File: src/rtl/deint_pkg.sv
// Shared constants and the interleaver index mapping for the block de-interleaver.
package deint_pkg;

    localparam int DEINT_ROWS = 8;
    localparam int DEINT_COLS = 8;
    localparam int DEINT_N    = DEINT_ROWS * DEINT_COLS;
    localparam int DEINT_AW   = $clog2(DEINT_N);

    // Interleaved input index k lands at original position
    // (k mod rows) * cols + (k div rows). For powers of 2 this is a bit swap.
    function automatic int deint_wr_pos(input int k,
                                        input int rows = DEINT_ROWS,
                                        input int cols = DEINT_COLS);
        return (k % rows) * cols + (k / rows);
    endfunction

endpackage

File: src/rtl/deint_bank.sv
// One N-bit block buffer: bit-wide write port, asynchronous read port and a
// full flag that marks the bank as owned by the read side.
module deint_bank #(
    parameter int N  = 64,
    parameter int AW = $clog2(N)
) (
    input  logic          clk2,
    input  logic          rst,
    input  logic          we_i,
    input  logic [AW-1:0] waddr_i,
    input  logic          wbit_i,
    input  logic [AW-1:0] raddr_i,
    output logic          rbit_o,
    input  logic          set_i,
    input  logic          clr_i,
    output logic          full_o
);

    logic [N-1:0] mem_q;
    logic         full_q;
    logic         full_d;

    // Storage has no reset; contents are only meaningful once the bank is full.
    always_ff @(posedge clk2) begin
        if (we_i) mem_q[waddr_i] <= wbit_i;
    end

    // Set and clear never hit the same bank in one cycle, so priority is moot.
    always_comb begin
        full_d = full_q;
        if (set_i)      full_d = 1'b1;
        else if (clr_i) full_d = 1'b0;
    end

    // Full flag register.
    always_ff @(posedge clk2) begin
        if (rst) full_q <= 1'b0;
        else     full_q <= full_d;
    end

    assign rbit_o = mem_q[raddr_i];
    assign full_o = full_q;

endmodule

File: src/rtl/deinterleaver.sv
// Block de-interleaver: ping-pong banks, scattered writes, sequential reads,
// ready/valid output register with per-block last marker, sticky overflow.
module deinterleaver
    import deint_pkg::*;
#(
    parameter int ROWS = DEINT_ROWS,
    parameter int COLS = DEINT_COLS
) (
    input  logic clk2,
    input  logic rst,
    input  logic din,
    input  logic din_valid,
    output logic din_ready,
    output logic dout,
    output logic dout_valid,
    input  logic dout_ready,
    output logic dout_last,
    output logic overflow
);

    localparam int N  = ROWS * COLS;
    localparam int AW = $clog2(N);

    logic          wr_bank_q, wr_bank_d;
    logic [AW-1:0] wr_cnt_q,  wr_cnt_d;
    logic          rd_bank_q, rd_bank_d;
    logic [AW-1:0] rd_cnt_q,  rd_cnt_d;
    logic          dout_q, dout_d;
    logic          dout_valid_q, dout_valid_d;
    logic          dout_last_q, dout_last_d;
    logic          overflow_q, overflow_d;

    logic [1:0]    full, rbit, bank_we, bank_set, bank_clr;
    logic [AW-1:0] wr_pos;
    logic          accept, drop, wr_last, rd_last, load;

    // Decisions use the registered full flags only, so a bank freed at an
    // edge is writable from the following cycle.
    assign accept  = din_valid && !full[wr_bank_q];
    assign drop    = din_valid &&  full[wr_bank_q];
    assign wr_last = (wr_cnt_q == AW'(N - 1));
    assign rd_last = (rd_cnt_q == AW'(N - 1));
    assign load    = full[rd_bank_q] && (!dout_valid_q || dout_ready);
    assign wr_pos  = AW'(deint_wr_pos(int'(wr_cnt_q), ROWS, COLS));

    // Steer write/set to the write bank and clear to the read bank.
    always_comb begin
        bank_we  = '0;
        bank_set = '0;
        bank_clr = '0;
        bank_we[wr_bank_q]  = accept;
        bank_set[wr_bank_q] = accept && wr_last;
        bank_clr[rd_bank_q] = load && rd_last;
    end

    for (genvar b = 0; b < 2; b++) begin : g_bank
        deint_bank #(.N(N), .AW(AW)) u_bank (
            .clk2    (clk2),
            .rst     (rst),
            .we_i    (bank_we[b]),
            .waddr_i (wr_pos),
            .wbit_i  (din),
            .raddr_i (rd_cnt_q),
            .rbit_o  (rbit[b]),
            .set_i   (bank_set[b]),
            .clr_i   (bank_clr[b]),
            .full_o  (full[b])
        );
    end

    // Next state for counters, bank pointers, output register and overflow.
    always_comb begin
        wr_bank_d    = wr_bank_q;
        wr_cnt_d     = wr_cnt_q;
        rd_bank_d    = rd_bank_q;
        rd_cnt_d     = rd_cnt_q;
        dout_d       = dout_q;
        dout_valid_d = dout_valid_q;
        dout_last_d  = dout_last_q;
        overflow_d   = overflow_q || drop;
        if (accept) begin
            if (wr_last) begin
                wr_cnt_d  = '0;
                wr_bank_d = !wr_bank_q;
            end else begin
                wr_cnt_d  = wr_cnt_q + 1'b1;
            end
        end
        if (load) begin
            dout_d       = rbit[rd_bank_q];
            dout_valid_d = 1'b1;
            dout_last_d  = rd_last;
            if (rd_last) begin
                rd_cnt_d  = '0;
                rd_bank_d = !rd_bank_q;
            end else begin
                rd_cnt_d  = rd_cnt_q + 1'b1;
            end
        end else if (dout_ready) begin
            dout_valid_d = 1'b0;
        end
    end

    // State registers with synchronous reset.
    always_ff @(posedge clk2) begin
        if (rst) begin
            wr_bank_q    <= 1'b0;
            wr_cnt_q     <= '0;
            rd_bank_q    <= 1'b0;
            rd_cnt_q     <= '0;
            dout_q       <= 1'b0;
            dout_valid_q <= 1'b0;
            dout_last_q  <= 1'b0;
            overflow_q   <= 1'b0;
        end else begin
            wr_bank_q    <= wr_bank_d;
            wr_cnt_q     <= wr_cnt_d;
            rd_bank_q    <= rd_bank_d;
            rd_cnt_q     <= rd_cnt_d;
            dout_q       <= dout_d;
            dout_valid_q <= dout_valid_d;
            dout_last_q  <= dout_last_d;
            overflow_q   <= overflow_d;
        end
    end

    assign din_ready  = !full[wr_bank_q];
    assign dout       = dout_q;
    assign dout_valid = dout_valid_q;
    assign dout_last  = dout_last_q;
    assign overflow   = overflow_q;

endmodule

File: config.mk
export PLATFORM = sky130hd
export DESIGN_NAME = deinterleaver
export DESIGN_NICKNAME = d
export VERILOG_FILES = /design/src/rtl/deint_pkg.sv /design/src/rtl/deint_bank.sv /design/src/rtl/deinterleaver.sv
export SDC_FILE = /design/constraint.sdc
export NUM_CORES = 1
export LEC_CHECK = 0
export CAP_MARGIN = 10
export CORE_MARGIN = 4
export CORE_UTILIZATION = 56
export CTS_BUF_LIST = sky130_fd_sc_hd__clkbuf_8 sky130_fd_sc_hd__clkbuf_16
export DETAILED_ROUTE_END_ITERATION = 6
export GPL_TIMING_DRIVEN = 0
export MAX_ROUTING_LAYER = met4
export PLACE_DENSITY_LB_ADDON = 0.2
export SLEW_MARGIN = 20
export SYNTH_ARGS = -nofsm -noshare
export SYNTH_HDL_FRONTEND = slang
export SYNTH_SLANG_ARGS = --single-unit
File: constraint.sdc
create_clock -name clk2 -period 1.8 [get_ports clk2]
set_input_delay 0.45 -clock clk2 [delete_from_list [all_inputs] [get_ports clk2]]
set_output_delay 0.45 -clock clk2 [all_outputs]
set_load 0.03 [all_outputs]
Word level (Yosys, flattened, before mapping)
Index checks and enable logic that the tools add are counted.
Widths: inputs -> output; s select.

word-level totals
  word-level logic and storage cells = 72
  flip-flop bits (word level) = 148
  output and inout port bits = 5

operators by class
  equality and inequality tests = 2
  magnitude comparators = 7
  add/sub/neg operators = 3
  reductions and logical operators = 19
  mux-type cells = 26
  bitwise logic cells = 3

operators with widths
  operator             count
  $bwmux 64            2
  $mux 1               17
  $lt 6x7->1 const B   2
  $add 6x1->6 const B  2
  $bmux 1 s6           2
  $eq 6x6->1 const B   2
  $mux 6               2
  $logic_and 1x1->1    8
  $add 6x3->6          1
  $and 2x2->2          3
  $demux 1 s6          1
  $ge 6x1->1 const B   1
  $reduce_bool 2->1    3
  $logic_not 1->1      4
  $lt 1x2->1 const B   2
  $reduce_and 2->1     2
  $demux 1 s1          2
  $ge 1x1->1 const B   2
  $logic_or 1x1->1     2

Logic depth before layout (Yosys ltp)
Gate-level depths: netlist (run 1).

  word-level depth = 7
  depth in mapped cells = 8

Cells and area by module
From an unflattened synthesis (run 1), not the netlist that was laid out.

unflattened totals
  cell total of the unflattened synthesis = 567
  area total of the unflattened synthesis = 6896.6 µm²

by module, submodules not included
  module         cells each  area each (µm²)  sequential area each (µm²)  times used
  deint_bank     227         2970.3           1941.9                      2
  deinterleaver  113         955.9            360.3                       1

Least setup slack after synthesis (run 1)
OpenSTA, ideal clock, no wires.

  path kind = register -> register
  from = reg wr_bank_q
  to = reg wr_bank_q
  slack = -0.228 ns
  required time = 1.729 ns
  setup time = 0.071 ns
  data arrival time = 1.958 ns
  stages on the path, launching flop included = 7
  cell sequence = dfxtp_1 mux2i_1 and2_1 buf_2 nand3_1 or3_1 a21oi_1

between the ends
  longest elaborated chain between the ends = 5
  elaborated cells between the ends (all ways) = 6
  those cells by class = mux: 2; reduce/logical: 4

ends and longest elaborated chain
  what                        line                  text
  start, declared             deinterleaver.sv:24   logic wr_bank_q, wr_bank_d;
  start signal, assigned      deinterleaver.sv:116  wr_bank_q <= wr_bank_d;
  $mux 1 (2 in series)        -
  $logic_not 1->1             -
  via din_ready               deinterleaver.sv:13   output logic din_ready,
  $logic_and 1x1->1           deinterleaver.sv:39   assign accept = din_valid && !full[wr_bank_q];
  $reduce_and 2->1 (no line)  -

The timed path passes the listed nets, and every way through them passes these cells. The select of a mux whose other input is x is not followed.
A chain may end at the register's enable or synchronous reset.

Worst setup path after layout (run 1)
  from = reg rd_cnt_q[1]
  to = reg dout_q (netlist: dout)

between the ends
  longest elaborated chain between the ends = 4
  elaborated cells between the ends (all ways) = 6
  those cells by class = mux: 6

ends and longest elaborated chain
  what                                            line                  text
  start, declared                                 deinterleaver.sv:27   logic [AW-1:0] rd_cnt_q, rd_cnt_d;
  start signal, assigned                          deinterleaver.sv:119  rd_cnt_q <= rd_cnt_d;
  $bmux 1 s6                                      deint_bank.sv:41      assign rbit_o = mem_q[raddr_i];
  $mux 1 (not written as such)                    deint_bank.sv:41
  $mux 1 (not written as such) (*) (2 in series)  deinterleaver.sv:90   dout_d = rbit[rd_bank_q];
  end signal, assigned                            deinterleaver.sv:120  dout_q <= dout_d;
  end, declared                                   deinterleaver.sv:28   logic dout_q, dout_d;

Mark *: on every way between the ends. The rest lies on a longest branch, timed or not. The select of a mux whose other input is x is not followed.

==> impl_results.md, run 1 <==
- Sequential share of power: 48.8%
- Die area: 13800 um^2
- Gate power share: 2.5%
- Crit Path Max Fanout: 10
- Synth Area in Adders: 0.373%
- Reg area: 4250 um^2
- Clock Tree Buf Depth: 2
- Final setup margin: -0.233 ns
- Clock Latency Late Sink: 0.41 ns
- Initial Util: 58.0%
- Crit-path slowest cell: mux4_2
- Pint: 0.00621 W
- Nets: 564
- Fill cells: 791
- TNS Setup: -0.233 ns
- Slew @ Worst Pin: 0.684 ns
- Largest family of logic cells by synthesized area: simple AND/OR/NAND/NOR gates
- Antenna violations before repair: 0
- Antenna cells: 0
- Post-DR wirelength/cell: 21.0 um
- Area of the mapped netlist: 6710 um^2
- Root Buffer: clkbuf_16
- Clock transition at the registers of the reported paths: 0.06 ns
- RSZ-0062 raised after global routing: yes
- Area of the core: 11600 um^2
- DRC: 0
- CP arrival: 2.33 ns
- Detailed-route wire length: 15000 um
- Synth Area in XOR/XNOR: 1.31%
- Num ports: 10
- Worst EP required: 2.10 ns
- Syn Area/Cell: 12.9 um^2
- FP Rows: 39
- Hold Buf Count CTS: 0
- Reg-to-Reg Start: rd_cnt_q[1]$_SDFFE_PP0P_
- Inserted Clock Buffers: 17
- Leak: 2.57 nW
- Most numerous cell on the critical path: buf_6
- Post-synthesis mux area share: 12.9%
- Layout cells sized above 1: 25.3%
- RD Place Congestion: 0.988
- Status: complete, but fails checks
- Starting DRT DRC Count: 603
- Crit path launch: rd_cnt_q[1]$_SDFFE_PP0P_
- Post-route ant nets: 0
- Die Height: 117 um
- Count of different cell masters after synthesis: 49
- Vias in the first global route: 4313
- Number of enable flip-flop cells after synthesis: 128
- Post-Syn Instances: 518
- Yosys top cell by area: edfxtp_1
- Area of the multi-input gates: 2360 um^2
- # port buffers: 9
- Most frequent cells in the layout: nor2_1 (142), edfxtp_1 (128), mux4_2 (24)
- Global-route wire length before repair: 23700 um
- Clock group share of total power: 48.7%
- Slew margin rel.: 54.4%
- CP Capture Type: register
- DRT Pass-1 Iters: 5
- Ys flop type: edfxtp_1
- Post-Synth Simple-Gate Area: 15.4%
- Switch share: 18.8%
- Complex-gate fraction of the synthesized area: 3.21%
- Synth top area share: 57.3%
- DP Area: 7000 um^2
- Most common cell after layout, fill and taps aside: nor2_1
- Crit Path Class: register to register
- GRT overflow: 0
- Clock Sinks: 148
- Fmax: 492 MHz
- Worst path max stage delay: 0.36 ns
- CTS tree: done
- Dominant cells by area after synthesis: edfxtp_1 (57%), nor2_1 (8.2%), dfxtp_1 (6.0%), mux4_2 (5.4%), mux4_1 (4.7%)
- Hold Slack: 0.477 ns
- Critical Path, Cell by Cell: buf_6 -> buf_6 -> mux4_2 -> mux2i_2 -> o32ai_1 -> nand3b_1 -> a31oi_2 -> a2111oi_2
- GRT Total Usage: 23.3%
- Die width: 117 um
- Reg2Reg Setup Slack: -0.23 ns
- Vias per std cell: 6.13
- CTS H-Tree Depth: 4
- Synth async-reset ratio: 0%
- Sw Pwr: 0.00144 W
- Largest net degree at the start of global routing: 81
- Final Critical Period: 2.03 ns
- Seq cells post-synth: 148
- Cell area after layout: 7960 um^2
- Violated checks: negative setup slack
- Sequential fraction of the synthesis area: 63.3%
- Max-Cap Viols: 0
- CP startpoint kind: register
- Endpoints failing hold: 0
- Mapped Nets: 525
- Final Skew: 0.00579 ns
- HP Class: register to register
- Crit share post-route: 113%
- Via count of the routed design: 4372
- Power Density: 961 nW/um^2
- HP Start: overflow$_SDFF_PP0_
- Max-slew violation count: 0
- Synth Warn #: 0
- Hpwl dp: 9520 um
- Area Overhead vs Synth: 18.7%
- # setup viols final: 1
- VDD IR-drop max: 0.586 mV
[final cells by class]
| class | count | area share (%) |
|---|---|---|
| clock inverter | 15 | 2.48 |
| tap | 143 | 2.25 |
| buffer | 26 | 2.66 |
| multi-input combinational | 322 | 29.6 |
| timing repair buffer | 30 | 3.64 |
| clock buffer | 17 | 5.34 |
| sequential | 148 | 53.4 |
| inverter | 12 | 0.628 |
[kinds of logic (layout without fill, tap and decap cells)]
logic type	after synthesis	in the layout
mux	46	46
buf+inv	48	100
flops	148	148
xor+xnor	10	10
simple gates	232	232
compound gates	32	32
fa+ha+maj	2	2
[metal layers]
layer | wire, um | up-vias | track usage [%]
met5 | 0 | - | -
met4 | 522 | 0 | 9.97
met3 | 1160 | 45 | 5.73
met2 | 6870 | 201 | 33.6
met1 | 6400 | 2173 | 32.0
li1 | - | 1953 | -
[state kept, by name (all words and copies together) (netlist names)]
name                  count
g_bank.u_bank.mem_q     128
rd_cnt_q                  6
wr_cnt_q                  6
g_bank.u_bank.full_o      2
dout                      1
dout_last                 1
dout_valid                1
overflow                  1
rd_bank_q                 1
wr_bank_q                 1
[stage by stage]
stage | setup WS (ns) | cells | utilization (%) | total power [W]
after floorplan | -0.0166 | 518 | - | 0.00389
after global placement | -2.20 | 670 | 60.3 | 0.00397
after detailed placement | -1.01 | 671 | 60.6 | 0.00397
after CTS | -0.219 | 708 | 67.7 | 0.00768
after global routing | -0.278 | 713 | 68.9 | 0.00786
final | -0.233 | 713 | 68.9 | 0.00765
[power groups by stage]
stage / sequential, W / combinational [W] / clock, W
floorplan: 0.00381 / 0.0000846 / 0
global placement: 0.00382 / 0.000150 / 0
detailed placement: 0.00381 / 0.000164 / 0
CTS: 0.00373 / 0.000181 / 0.00376
global route: 0.00373 / 0.000206 / 0.00392
finish: 0.00373 / 0.000189 / 0.00373
[timing repair]
item,CTS,global route
setup buffers,11,8
gates cloned,1,0
gates resized for setup,46,34
pin swaps,10,6
setup endpoints to repair,143,80
[cells in the mapped netlist (2+ instances only)]
| cell type | instances |
|---|---|
| a21oi_1 | 8 |
| a22oi_1 | 5 |
| a31oi_1 | 3 |
| and2_1 | 2 |
| and3_1 | 3 |
| buf_2 | 4 |
| buf_4 | 6 |
| buf_6 | 2 |
| clkbuf_1 | 22 |
| dfxtp_1 | 20 |
| edfxtp_1 | 128 |
| ha_1 | 2 |
| inv_1 | 11 |
| mux2_2 | 6 |
| mux2i_1 | 12 |
| mux4_1 | 12 |
| mux4_2 | 16 |
| nand2_1 | 27 |
| nand2b_1 | 6 |
| nand3_1 | 8 |
| nand3b_1 | 7 |
| nand4_1 | 7 |
| nor2_1 | 146 |
| nor2b_1 | 5 |
| nor3_1 | 7 |
| o21ai_0 | 7 |
| or3_1 | 4 |
| or3b_2 | 3 |
| xnor2_1 | 4 |
| xor2_1 | 6 |
[critical path: cells and delay by family (launching register included)]
family | cells | cell delay, ns
AO/OA/AOI/OAI | 3 | 0.39
multiplexers | 2 | 0.61
AND/OR/NAND/NOR | 1 | 0.18
buffers and inverters | 2 | 0.39
flip-flops | 1 | 0.35
[final timing paths]
check	to	cells after the start
hold / removal	overflow$_SDFF_PP0_	2
hold reg to reg	overflow$_SDFF_PP0_	2
setup reg to reg	dout$_SDFFE_PP0P_	8
setup / recovery	dout$_SDFFE_PP0P_	8
Power figures use the tool's default switching activity.
==> inputs of run 2 (changes only) <==
Settings changed: CORE_MARGIN 4 to 2.
==> run 2 against run 1 <==
The run still ends with negative setup slack left. Highest routed layer unchanged. Sequential share of layout area rose by 0.16 points. Die area fell by 6.7%. Register-to-register slack got worse by 0.03 ns. Setup slack got worse by 0.027 ns. Power fell by 1.5%. Routed wire length rose by 2.5%. Global-route usage rose by 2.3 points. Utilization fell by 0.21 points. Via count fell by 0.46%. Critical path depth did not move. Final area fell by 0.30%. Sequential cell count did not move.
==> impl_results.md, run 2 (synthesized netlist as in run 1, its figures left out) <==
- Crit Path Max Fanout: 10
- Crit-path slowest cell: mux2_2
- Clock Sinks: 148
- Hold Buf Count CTS: 0
- GRT Total Usage: 25.6%
- Reg2Reg Setup Slack: -0.26 ns
- Switch share: 20.7%
- CP startpoint kind: register
- Sw Pwr: 0.00156 W
- Worst path bufs/invs: 2
- Hold path depth: 2
- Clock Tree Buf Depth: 2
- GRT overflow: 0
- DRT Pass-1 Iters: 5
- RD Place Congestion: 1.02
- Status: complete, but fails checks
- Global-route wire length before repair: 23300 um
- Fmax: 485 MHz
- Detailed-route wire length: 15300 um
- Hpwl dp: 9580 um
- Gate power share: 2.5%
- Max-slew violation count: 0
- Die Height: 113 um
- Pre-CTS WS: -1.07 ns
- # setup viols final: 1
- Number of flip-flops in the largest register: 128
- Largest net degree at the start of global routing: 81
- Area Overhead vs Synth: 18.4%
- CP arrival: 2.37 ns
- Vias per std cell: 6.11
- Violated checks: negative setup slack
- DP Area: 7000 um^2
- Cell area after layout: 7940 um^2
- Critical Path, Cell by Cell: buf_12 -> buf_8 -> mux2_2 -> a22oi_1 -> a31oi_1 -> a22oi_2 -> o21a_1 -> a2111oi_2
- RSZ-0062 raised after global routing: yes
- Final instance count without filler cells: 712
- Clock Latency Late Sink: 0.43 ns
- Largest registers: g_bank.u_bank.mem_q: 128 flops, rd_cnt_q: 6 flops, wr_cnt_q: 6 flops
- Clock group share of total power: 48.0%
- Crit share post-route: 114%
- DRC: 0
- Root Buffer: clkbuf_16
- Via count of the routed design: 4352
- Worst EP required: 2.11 ns
- Reg-to-Reg Start: rd_cnt_q[0]$_SDFFE_PP0P_
- Final Skew: 0.00962 ns
- CTS tree: done
- Max-Cap Viols: 0
- # port buffers: 9
- VDD IR-drop max: 0.726 mV
- CP delay by family, top: compound AO/OA/AOI/OAI gates
- Most common cell after layout, fill and taps aside: nor2_1
- Sequential share of power: 49.5%
- Worst path max stage delay: 0.36 ns
- Endpoints failing hold: 0
- Slew @ Worst Pin: 0.581 ns
- Power Density: 949 nW/um^2
- Hold endpoint: overflow$_SDFF_PP0_
- HP Class: register to register
- Leak: 2.54 nW
- FP Rows: 39
- Final setup margin: -0.260 ns
- Nets: 563
- Post-DR wirelength/cell: 21.5 um
- Slew margin rel.: 61.2%
- CTS H-Tree Depth: 4
- Crit Path Class: register to register
- Most frequent cells in the layout: nor2_1 (144), edfxtp_1 (128), mux4_2 (25)
- Pint: 0.00597 W
- Die area: 12900 um^2
- Initial Util: 58.0%
- Final Critical Period: 2.06 ns
- Area of the core: 11600 um^2
- CP Capture Type: register
- Reg2reg path depth: 8
- Post-route ant nets: 0
- Antenna violations before repair: 0
- Die width: 113 um
- Largest Register: g_bank.u_bank.mem_q
- Reg2reg end: dout$_SDFFE_PP0P_
- Starting DRT DRC Count: 466
- Placed Cells: 671
- Layout cells sized above 1: 25.0%
- Clock transition at the registers of the reported paths: 0.06 ns
- HP Start: overflow$_SDFF_PP0_
- Num ports: 10
- Inserted Clock Buffers: 17
- Vias in the first global route: 4218
- Antenna cells: 0
-- run 2: changes by cell type in the layout (fill, tap and decap cells not counted), sizes merged --
cell | before | now
bufinv | 5 | 3
clkbuf | 29 | 30
clkinv | 7 | 6
buf | 37 | 35
clkinvlp | 0 | 3
-- run 2: through the flow --
stage	TNS, ns	power, W	hold slack [ns]	utilization (%)
CTS	-0.480	0.00757	0.474	67.4
detailed placement	-100.74	0.00397	0.465	60.6
global placement	-373.47	0.00397	0.455	60.3
finish	-0.260	0.00754	0.471	68.7
floorplan	-0.0166	0.00389	0.510	-
global route	-0.358	0.00772	0.510	68.7
-- run 2: final cells by class --
class,instances,area [um^2]
tap,143,179
fill,818,3620
multi-input combinational,322,2370
sequential,148,4250
clock buffer,17,425
buffer,26,198
clock inverter,15,181
inverter,12,50.0
timing repair buffer,29,290
-- run 2: layer usage --
| metal | vias to the layer above | share of wire (%) | track usage [%] | routed length [um] |
|---|---|---|---|---|
| met5 | - | 0 | - | 0 |
| met4 | 0 | 1.4 | 7.15 | 217 |
| met3 | 26 | 7.0 | 5.84 | 1080 |
| met1 | 2189 | 43 | 34.5 | 6600 |
| li1 | 1956 | - | - | - |
| met2 | 181 | 49 | 39.8 | 7440 |
-- run 2: worst reg2reg max path, stage by stage (launching register included) --
cell	delay (ns)
dfxtp_2	0.35
buf_12	0.15
buf_8	0.19
mux2_2	0.36
a22oi_1	0.27
a31oi_1	0.17
a22oi_2	0.20
o21a_1	0.18
a2111oi_2	0.07
-- run 2: worst max path at each step --
stage                             start                                    to  slack, ns  cells past startpoint
3_5_place_dp                  din_valid  g_bank[0].u_bank.mem_q[39]$_DFFE_PP_      -1.07                      4
3_3_place_gp                        din  g_bank[0].u_bank.mem_q[12]$_DFFE_PP_      -2.17                      1
4_1_cts        rd_cnt_q[0]$_SDFFE_PP0P_                     dout$_SDFFE_PP0P_      -0.22                      8
2_1_floorplan  rd_cnt_q[0]$_SDFFE_PP0P_                     dout$_SDFFE_PP0P_      -0.02                      8
6_report       rd_cnt_q[0]$_SDFFE_PP0P_                     dout$_SDFFE_PP0P_      -0.26                      8
5_1_grt        rd_cnt_q[0]$_SDFFE_PP0P_                     dout$_SDFFE_PP0P_      -0.34                      8
-- run 2: power by group through the flow --
stage / combinational, W / sequential [W] / clock, W
floorplan: 0.0000846 / 0.00381 / 0
global placement: 0.000151 / 0.00382 / 0
detailed placement: 0.000166 / 0.00381 / 0
CTS: 0.000173 / 0.00373 / 0.00366
global route: 0.000207 / 0.00373 / 0.00378
finish: 0.000188 / 0.00373 / 0.00362
-- run 2: repair_timing --
action                     CTS  global route
pin swaps                   11             4
setup endpoints to repair  143           111
cloned                       1             0
setup buffers               10             8
gates resized for setup     54            26
==> inputs of run 3 (changes only) <==
Settings changed: GPL_TIMING_DRIVEN 0 to not set.
==> run 3 against run 2 <==
Power increased by 0.41%. Clock skew shrank 0.0023 ns. Sequential cell count unchanged. Largest power group unchanged. Maximum frequency grew 2.4%. Largest cell class unchanged. Setup slack improved by 0.048 ns. Die area did not move. Via count is 0.74% higher. The flow still finishes with violations (negative setup slack). Routed wire length fell by 0.93%.
==> impl_results.md, run 3 (synthesized netlist as in run 1, its figures left out) <==
- Sw Pwr: 0.00148 W
- Final Skew: 0.00737 ns
- Clock Tree Buf Depth: 2
- Reg2Reg Setup Slack: -0.21 ns
- Final Critical Period: 2.01 ns
- Antenna violations before repair: 0
- Max-Cap Viols: 0
- Pint: 0.00608 W
- # port buffers: 9
- Number of flip-flops in the largest register: 128
- Most frequent cells in the layout: nor2_1 (146), edfxtp_1 (128), buf_4 (49)
- Reg-to-Reg Start: rd_cnt_q[0]$_SDFFE_PP0P_
- Clock group share of total power: 48.3%
- Post-DR wirelength/cell: 20.9 um
- Crit path launch: rd_cnt_q[0]$_SDFFE_PP0P_
- Most common cell after layout, fill and taps aside: nor2_1
- Largest net degree at the start of global routing: 129
- CP arrival: 2.30 ns
- CTS H-Tree Depth: 4
- Vias in the first global route: 4401
- Inserted Clock Buffers: 17
- DRT Pass-1 Iters: 6
- HP Class: register to register
- Initial Util: 58.0%
- Pre-CTS WS: -0.366 ns
- VDD IR-drop max: 0.588 mV
- Crit Path Class: register to register
- Largest Register: g_bank.u_bank.mem_q
- Clock transition at the registers of the reported paths: 0.06 ns
- Cell area after layout: 8090 um^2
- Worst EP required: 2.09 ns
- Sequential share of power: 49.4%
- CP startpoint kind: register
- # setup viols final: 5
- Reg2reg path depth: 7
- Gate power share: 2.3%
- Nets: 579
- Layout cells sized above 1: 26.2%
- Hold path depth: 2
- Slew margin rel.: 62.5%
- Vias per std cell: 6.02
- Area of the core: 11600 um^2
- Hold Slack: 0.471 ns
- GRT Total Usage: 26.0%
- Endpoints failing hold: 0
- Detailed-route wire length: 15200 um
- Area Overhead vs Synth: 20.6%
- Post-route ant nets: 0
- Die width: 113 um
- FP Rows: 39
- CTS tree: done
- Crit share post-route: 112%
- Worst path max stage delay: 0.58 ns
- Via count of the routed design: 4384
- Slew @ Worst Pin: 0.547 ns
- Total power: 0.00757 W
- Largest registers: g_bank.u_bank.mem_q: 128 flops, rd_cnt_q: 6 flops, wr_cnt_q: 6 flops
- Die Height: 113 um
- Critical Path, Cell by Cell: buf_12 -> mux4_1 -> nand4_1 -> and4b_1 -> nand3b_1 -> a31oi_2 -> a2111oi_2
- Starting DRT DRC Count: 457
- Global-route wire length before repair: 23700 um
- Final setup margin: -0.212 ns
- Violated checks: negative setup slack
- Crit-path slowest cell: mux4_1
- Reg2reg end: dout$_SDFFE_PP0P_
- Root Buffer: clkbuf_16
- Antenna cells: 0
- Hpwl dp: 8990 um
- Fmax: 497 MHz
- Num ports: 10
- Leak: 2.64 nW
- RD Place Congestion: 0.831
- Status: complete, but fails checks
- RSZ-0062 raised after global routing: yes
- Max-slew violation count: 0
- HP Start: overflow$_SDFF_PP0_
- DP Area: 7220 um^2
- Crit Path Max Fanout: 7
- Clock Latency Late Sink: 0.42 ns
- Die area: 12900 um^2
- Switch share: 19.6%
- Hold endpoint: overflow$_SDFF_PP0_
- GRT overflow: 0
- DRC: 0
- Power Density: 935 nW/um^2
- Clock Sinks: 148
- CP Capture Type: register
- Fin util: 70.0%
-- run 3: layer usage --
metal | routed length, um | global-route usage, % | vias up
met5 | 0 | - | -
met2 | 7620 | 41.4 | 180
met1 | 6080 | 32.8 | 2185
met3 | 1040 | 4.84 | 34
li1 | - | - | 1985
met4 | 446 | 11.8 | 0
-- run 3: per-stage QoR --
| stage | TNS, ns | cells |
|---|---|---|
| final | -0.381 | 728 |
| after global routing | -0.961 | 728 |
| after global placement | -28.20 | 681 |
| after detailed placement | -33.98 | 681 |
| after floorplan | -0.0166 | 518 |
| after CTS | -0.211 | 726 |
-- run 3: critical path, delay by kind of cell (launching register included) --
family	cells	cell delay, ns
AOI/OAI and AO/OA	2	0.28
muxes	1	0.58
and+or+nand+nor	3	0.46
buffers and inverters	1	0.15
DFF	1	0.40
-- run 3: layout make-up --
cell class / count / area (um^2)
sequential: 148 / 4250
fill: 776 / 3470
tap: 143 / 179
inverter: 12 / 45.0
timing repair buffer: 71 / 673
clock buffer: 17 / 425
multi-input combinational: 322 / 2330
clock inverter: 15 / 189
-- run 3: timing repair --
item                       in CTS  in global routing
setup buffers                  12                  3
gates cloned                    1                  0
hold buffers                    0                  0
setup endpoints to repair       8                 21
gates resized for setup        22                 28
pin swaps                       6                 15
-- run 3: power groups by stage --
stage | combinational (W) | clock, W | sequential, W
2_1_floorplan | 0.0000846 | 0 | 0.00381
4_1_cts | 0.000169 | 0.00370 | 0.00374
5_1_grt | 0.000187 | 0.00383 | 0.00374
3_3_place_gp | 0.000160 | 0 | 0.00381
6_report | 0.000171 | 0.00366 | 0.00374
3_5_place_dp | 0.000168 | 0 | 0.00381
-- run 3: worst max-delay path by stage --
stage                              to  slack [ns]
floorplan           dout$_SDFFE_PP0P_       -0.02
detailed placement  dout$_SDFFE_PP0P_       -0.37
CTS                 dout$_SDFFE_PP0P_       -0.21
global placement    dout$_SDFFE_PP0P_       -0.30
global route        dout$_SDFFE_PP0P_       -0.27
finish              dout$_SDFFE_PP0P_       -0.21
==> RTL change 1 (flow settings as in run 3) <==
`DEINT_ROWS`: 8 -> 4.
--- a/src/rtl/deint_pkg.sv
+++ b/src/rtl/deint_pkg.sv
@@ -1,7 +1,7 @@
 // Shared constants and the interleaver index mapping for the block de-interleaver.
 package deint_pkg;
 
-    localparam int DEINT_ROWS = 8;
+    localparam int DEINT_ROWS = 4;
     localparam int DEINT_COLS = 8;
     localparam int DEINT_N    = DEINT_ROWS * DEINT_COLS;
     localparam int DEINT_AW   = $clog2(DEINT_N);
Check against the original RTL: no difference found for any inputs over 10 cycles, from zero or initial values and one cycle with rst high; that may be too few to reach the edited logic, so the function may still have changed.
==> RTL change 1 against run 3 <==
- global-route usage is 3.6 points lower
- routed wire length is 51% lower
- utilization is 4.3 points lower
- the run still ends with negative setup slack left
- final area is 46% lower
- critical path type unchanged
- area after synthesis is 43% lower
- power is 55% lower
- clock power is 67% lower
- sequential cell count is 66 lower
- critical path depth is 1 lower
- cell count is 40% lower
- count of clock-buffer cells in the layout is 8 lower
- combinational power is 22% lower
- worst setup slack better by 140 ps
==> RTL change 1: results (changes against run 3) <==
Clock tree
  • H-Tree Depth: 3 (was 4)
  • Worst skew pair latency: 350 ps (was 420 ps)
  • Post-CTS Setup Bufs: 0 (was 12)
  • Inserted Clock Buffers: 9 (was 17)

Timing
  • Final worst slack: -73.0 ps (was -212 ps)
  • Final setup fails: 1 (was 5)
  • Setup_tns: -73.0 ps (was -381 ps)

Run status
  • Status: complete, but fails checks (unchanged)
  • Failing checks: negative setup slack (unchanged)

Synthesis
  • Top post-synthesis cells by count: nor2_1 (73), edfxtp_1 (64), nand2_1 (27) (was nor2_1 (146), edfxtp_1 (128), nand2_1 (27))
  • Syn nets: 328 (was 525)
  • Largest cells by area after synthesis: edfxtp_1 (51%), dfxtp_1 (9.5%), nor2_1 (7.2%), mux4_1 (4.1%), mux4_2 (3.0%) (was edfxtp_1 (57%), nor2_1 (8.2%), dfxtp_1 (6.0%), mux4_2 (5.4%), mux4_1 (4.7%))
  • Post-synth EDFFs: 64 (was 128)

Layout
  • Final net count: 363 (was 579)
  • Share of layout cells above drive strength 1: 21.1% (was 26.2%)

GRT
  • First-pass GRT wire length: 12.3 mm (was 23.7 mm)
  • Global-route met1 utilization: 31.4% (was 32.8%)
  • Total track usage: 22.3% (was 26.0%)

Power and ir drop
  • Max rail drop VDD: 0.459 mV (was 0.588 mV)
  • Gate power share: 4.0% (was 2.3%)

Routing
  • Drt pass-1 iters: 4 (was 6)
  • WL met3: 258 µm (was 1.04 mm)
  • WL met1: 3.46 mm (was 6.08 mm)
  • Met2 Wirelength: 3.61 mm (was 7.62 mm)
  • Initial DRC Count: 179 (was 457)
  • Final wirelength: 7.46 mm (was 15.2 mm)
## RTL change 1: cell count changes after synthesis, sizes merged, moves of 6 or more
cell    delta
clkbuf    -16
nor2      -73
nand4      -6
mux4      -17
inv        -6
nand3b     -6
a21oi     +10
edfxtp    -64
## RTL change 1: metrics by stage
stage	power, W	instances	worst slack, ps
3_3_place_gp	0.00222	420	-259
2_1_floorplan	0.00215	316	20.4
4_1_cts	0.00341	436	-120
5_1_grt	0.00347	436	-151
6_report	0.00338	436	-73.0
3_5_place_dp	0.00222	420	-240
## RTL change 1: area by class of cell
cell class,instances,area [µm²],share of cell area (%)
clock buffer,9,124,2.83
sequential,82,2290,52.2
clock inverter,7,55.1,1.26
inverter,5,18.8,0.428
timing repair buffer,43,379,8.65
multi-input combinational,210,1420,32.3
tap,80,100,2.28
## RTL change 1: path summary, 6_finish.rpt
| path | slack, ps | cells past startpoint | to | start |
|---|---|---|---|---|
| worst min register to register | 470 | 2 | overflow$_SDFF_PP0_ | overflow$_SDFF_PP0_ |
| worst max register to register | -70 | 6 | dout$_SDFFE_PP0P_ | rd_cnt_q[0]$_SDFFE_PP0P_ |
| worst min-delay path | 470 | 2 | overflow$_SDFF_PP0_ | overflow$_SDFF_PP0_ |
| worst max-delay path | -70 | 6 | dout$_SDFFE_PP0P_ | rd_cnt_q[0]$_SDFFE_PP0P_ |
## RTL change 1: logic make-up (layout without fill, tap and decap cells)
logic type / Yosys count / count (layout) / synth area share [%]
xor+xnor: 1 / 1 / 0.231
fa+ha+maj: 7 / 7 / 2.30
compound gates: 37 / 37 / 6.29
mux: 22 / 22 / 10.2
flops: 82 / 82 / 60.1
buf+inv: 24 / 64 / 3.82
simple gates: 143 / 143 / 17.1
## RTL change 1: timing repair
item	in CTS	in global routing
pin swaps	3	1
endpoints found under the setup margin	6	9
resized for setup	13	6
==> RTL change 2 (flow settings as in run 3) <==
Made on the original files. Register the output `overflow` once more, cleared by the reset; this adds one clock of latency there. The other outputs are not delayed to match.
--- a/src/rtl/deinterleaver.sv
+++ b/src/rtl/deinterleaver.sv
@@ -128,7 +128,13 @@
     assign dout       = dout_q;
     assign dout_valid = dout_valid_q;
     assign dout_last  = dout_last_q;
-    assign overflow   = overflow_q;
+    always_ff @(posedge clk2) begin
+        if (rst) begin
+            overflow <= '0;
+        end else begin
+            overflow <= overflow_q;
+        end
+    end
 
 endmodule
 
Check against the original RTL: no difference found for any inputs over 10 cycles, from zero or initial values and one cycle with rst high; that may be too few to reach the edited logic, so the function may still have changed.
==> RTL change 2 against run 3 <==
- the flow still finishes with violations (negative setup slack)
- final area decreased by 2.0%
- sequential cell count up 1
- area after synthesis up 0.39%
- power down 2.1%
- worst setup slack better by 14 ps
- routed wire length shrank 3.3%
- die area increased by 0.38%
==> RTL change 2: results (changes against run 3) <==
Run status
  • Status: complete, but fails checks (unchanged)
  • Failing checks: negative setup slack (unchanged)

Timing
  • Final worst slack: -199 ps (was -212 ps)
  • Setup Skew: 11.0 ps (was 7.37 ps)
  • Hold Slack: 461 ps (was 471 ps)
  • Final setup fails: 1 (was 5)

Power and ir drop
  • Gate power share: 2.5% (was 2.3%)
  • Switching share of total power: 20.1% (was 19.6%)
  • Leak: 2.59 nW (was 2.64 nW)
  • Internal: 0.00592 W (was 0.00608 W)

Min path
  • Worst hold endpoint: overflow_q$_SDFF_PP0_ (was overflow$_SDFF_PP0_)
  • Hold_sp: overflow_q$_SDFF_PP0_ (was overflow$_SDFF_PP0_)

Layout
  • Multi-input gate count: 323 (was 322)
  • Clock-cell share of area: 7.38% (was 7.59%)
  • Filler cell count: 823 (was 776)
  • Final net count: 576 (was 579)
  • Fraction of area in non-clock buffers: 7.68% (was 8.32%)
  • Fin util: 66.9% (was 70.0%)
  • Share of layout cells above drive strength 1: 23.2% (was 26.2%)
  • Non-clock buffer count: 66 (was 71)
  • Multi-input logic area: 2240 µm² (was 2330 µm²)

Setup path
  • Worst r2r path cells: 8 (was 7)

Synthesis
  • Library cells used by synthesis: 48 (was 49)
  • Proportion of synthesized chip area in sequential cells: 63.3% (about the same)

GRT
  • First-pass GRT wire length: 22.9 mm (was 23.7 mm)
  • Vias in the first global route: 4196 (was 4401)

Placement
  • Post-placement cell count: 696 (was 681)
  • Post-DP Area: 7330 µm² (was 7220 µm²)
  • Place WS: -363 ps (was -366 ps)

Routing
  • DR vias: 4252 (was 4384)

Floorplanning
  • N_taps: 147 (was 143)
RTL change 2: kinds of logic (layout without fill, tap and decap cells):
kind of cell             Yosys count  count (layout)  share of synthesized area [%]
AO/OA/AOI/OAI                     32              32                           3.20
AND/OR/NAND/NOR                  233             233                           15.4
flip-flops                       149             149                           63.3
XOR/XNOR                          10              10                           1.30
adder cells (fa/ha/maj)            2               2                          0.372
multiplexers                      46              46                           12.8
buffers and inverters             48             110                           3.55
RTL change 2: layer usage:
layer / vias to the layer above / GRT usage [%] / share of wire [%]
li1: 1983 / - / -
met1: 2091 / 33.1 / 43
met2: 152 / 39.3 / 49
met3: 26 / 4.68 / 6.2
met4: 0 / 9.11 / 2.5
met5: - / - / 0
RTL change 2: worst register-to-register path, delay by kind of cell, from the launching register on:
family / cells / cell delay (ps)
flip-flops: 1 / 350
buffers and inverters: 2 / 280
multiplexers: 2 / 790
AO/OA/AOI/OAI: 2 / 290
AND/OR/NAND/NOR: 2 / 160
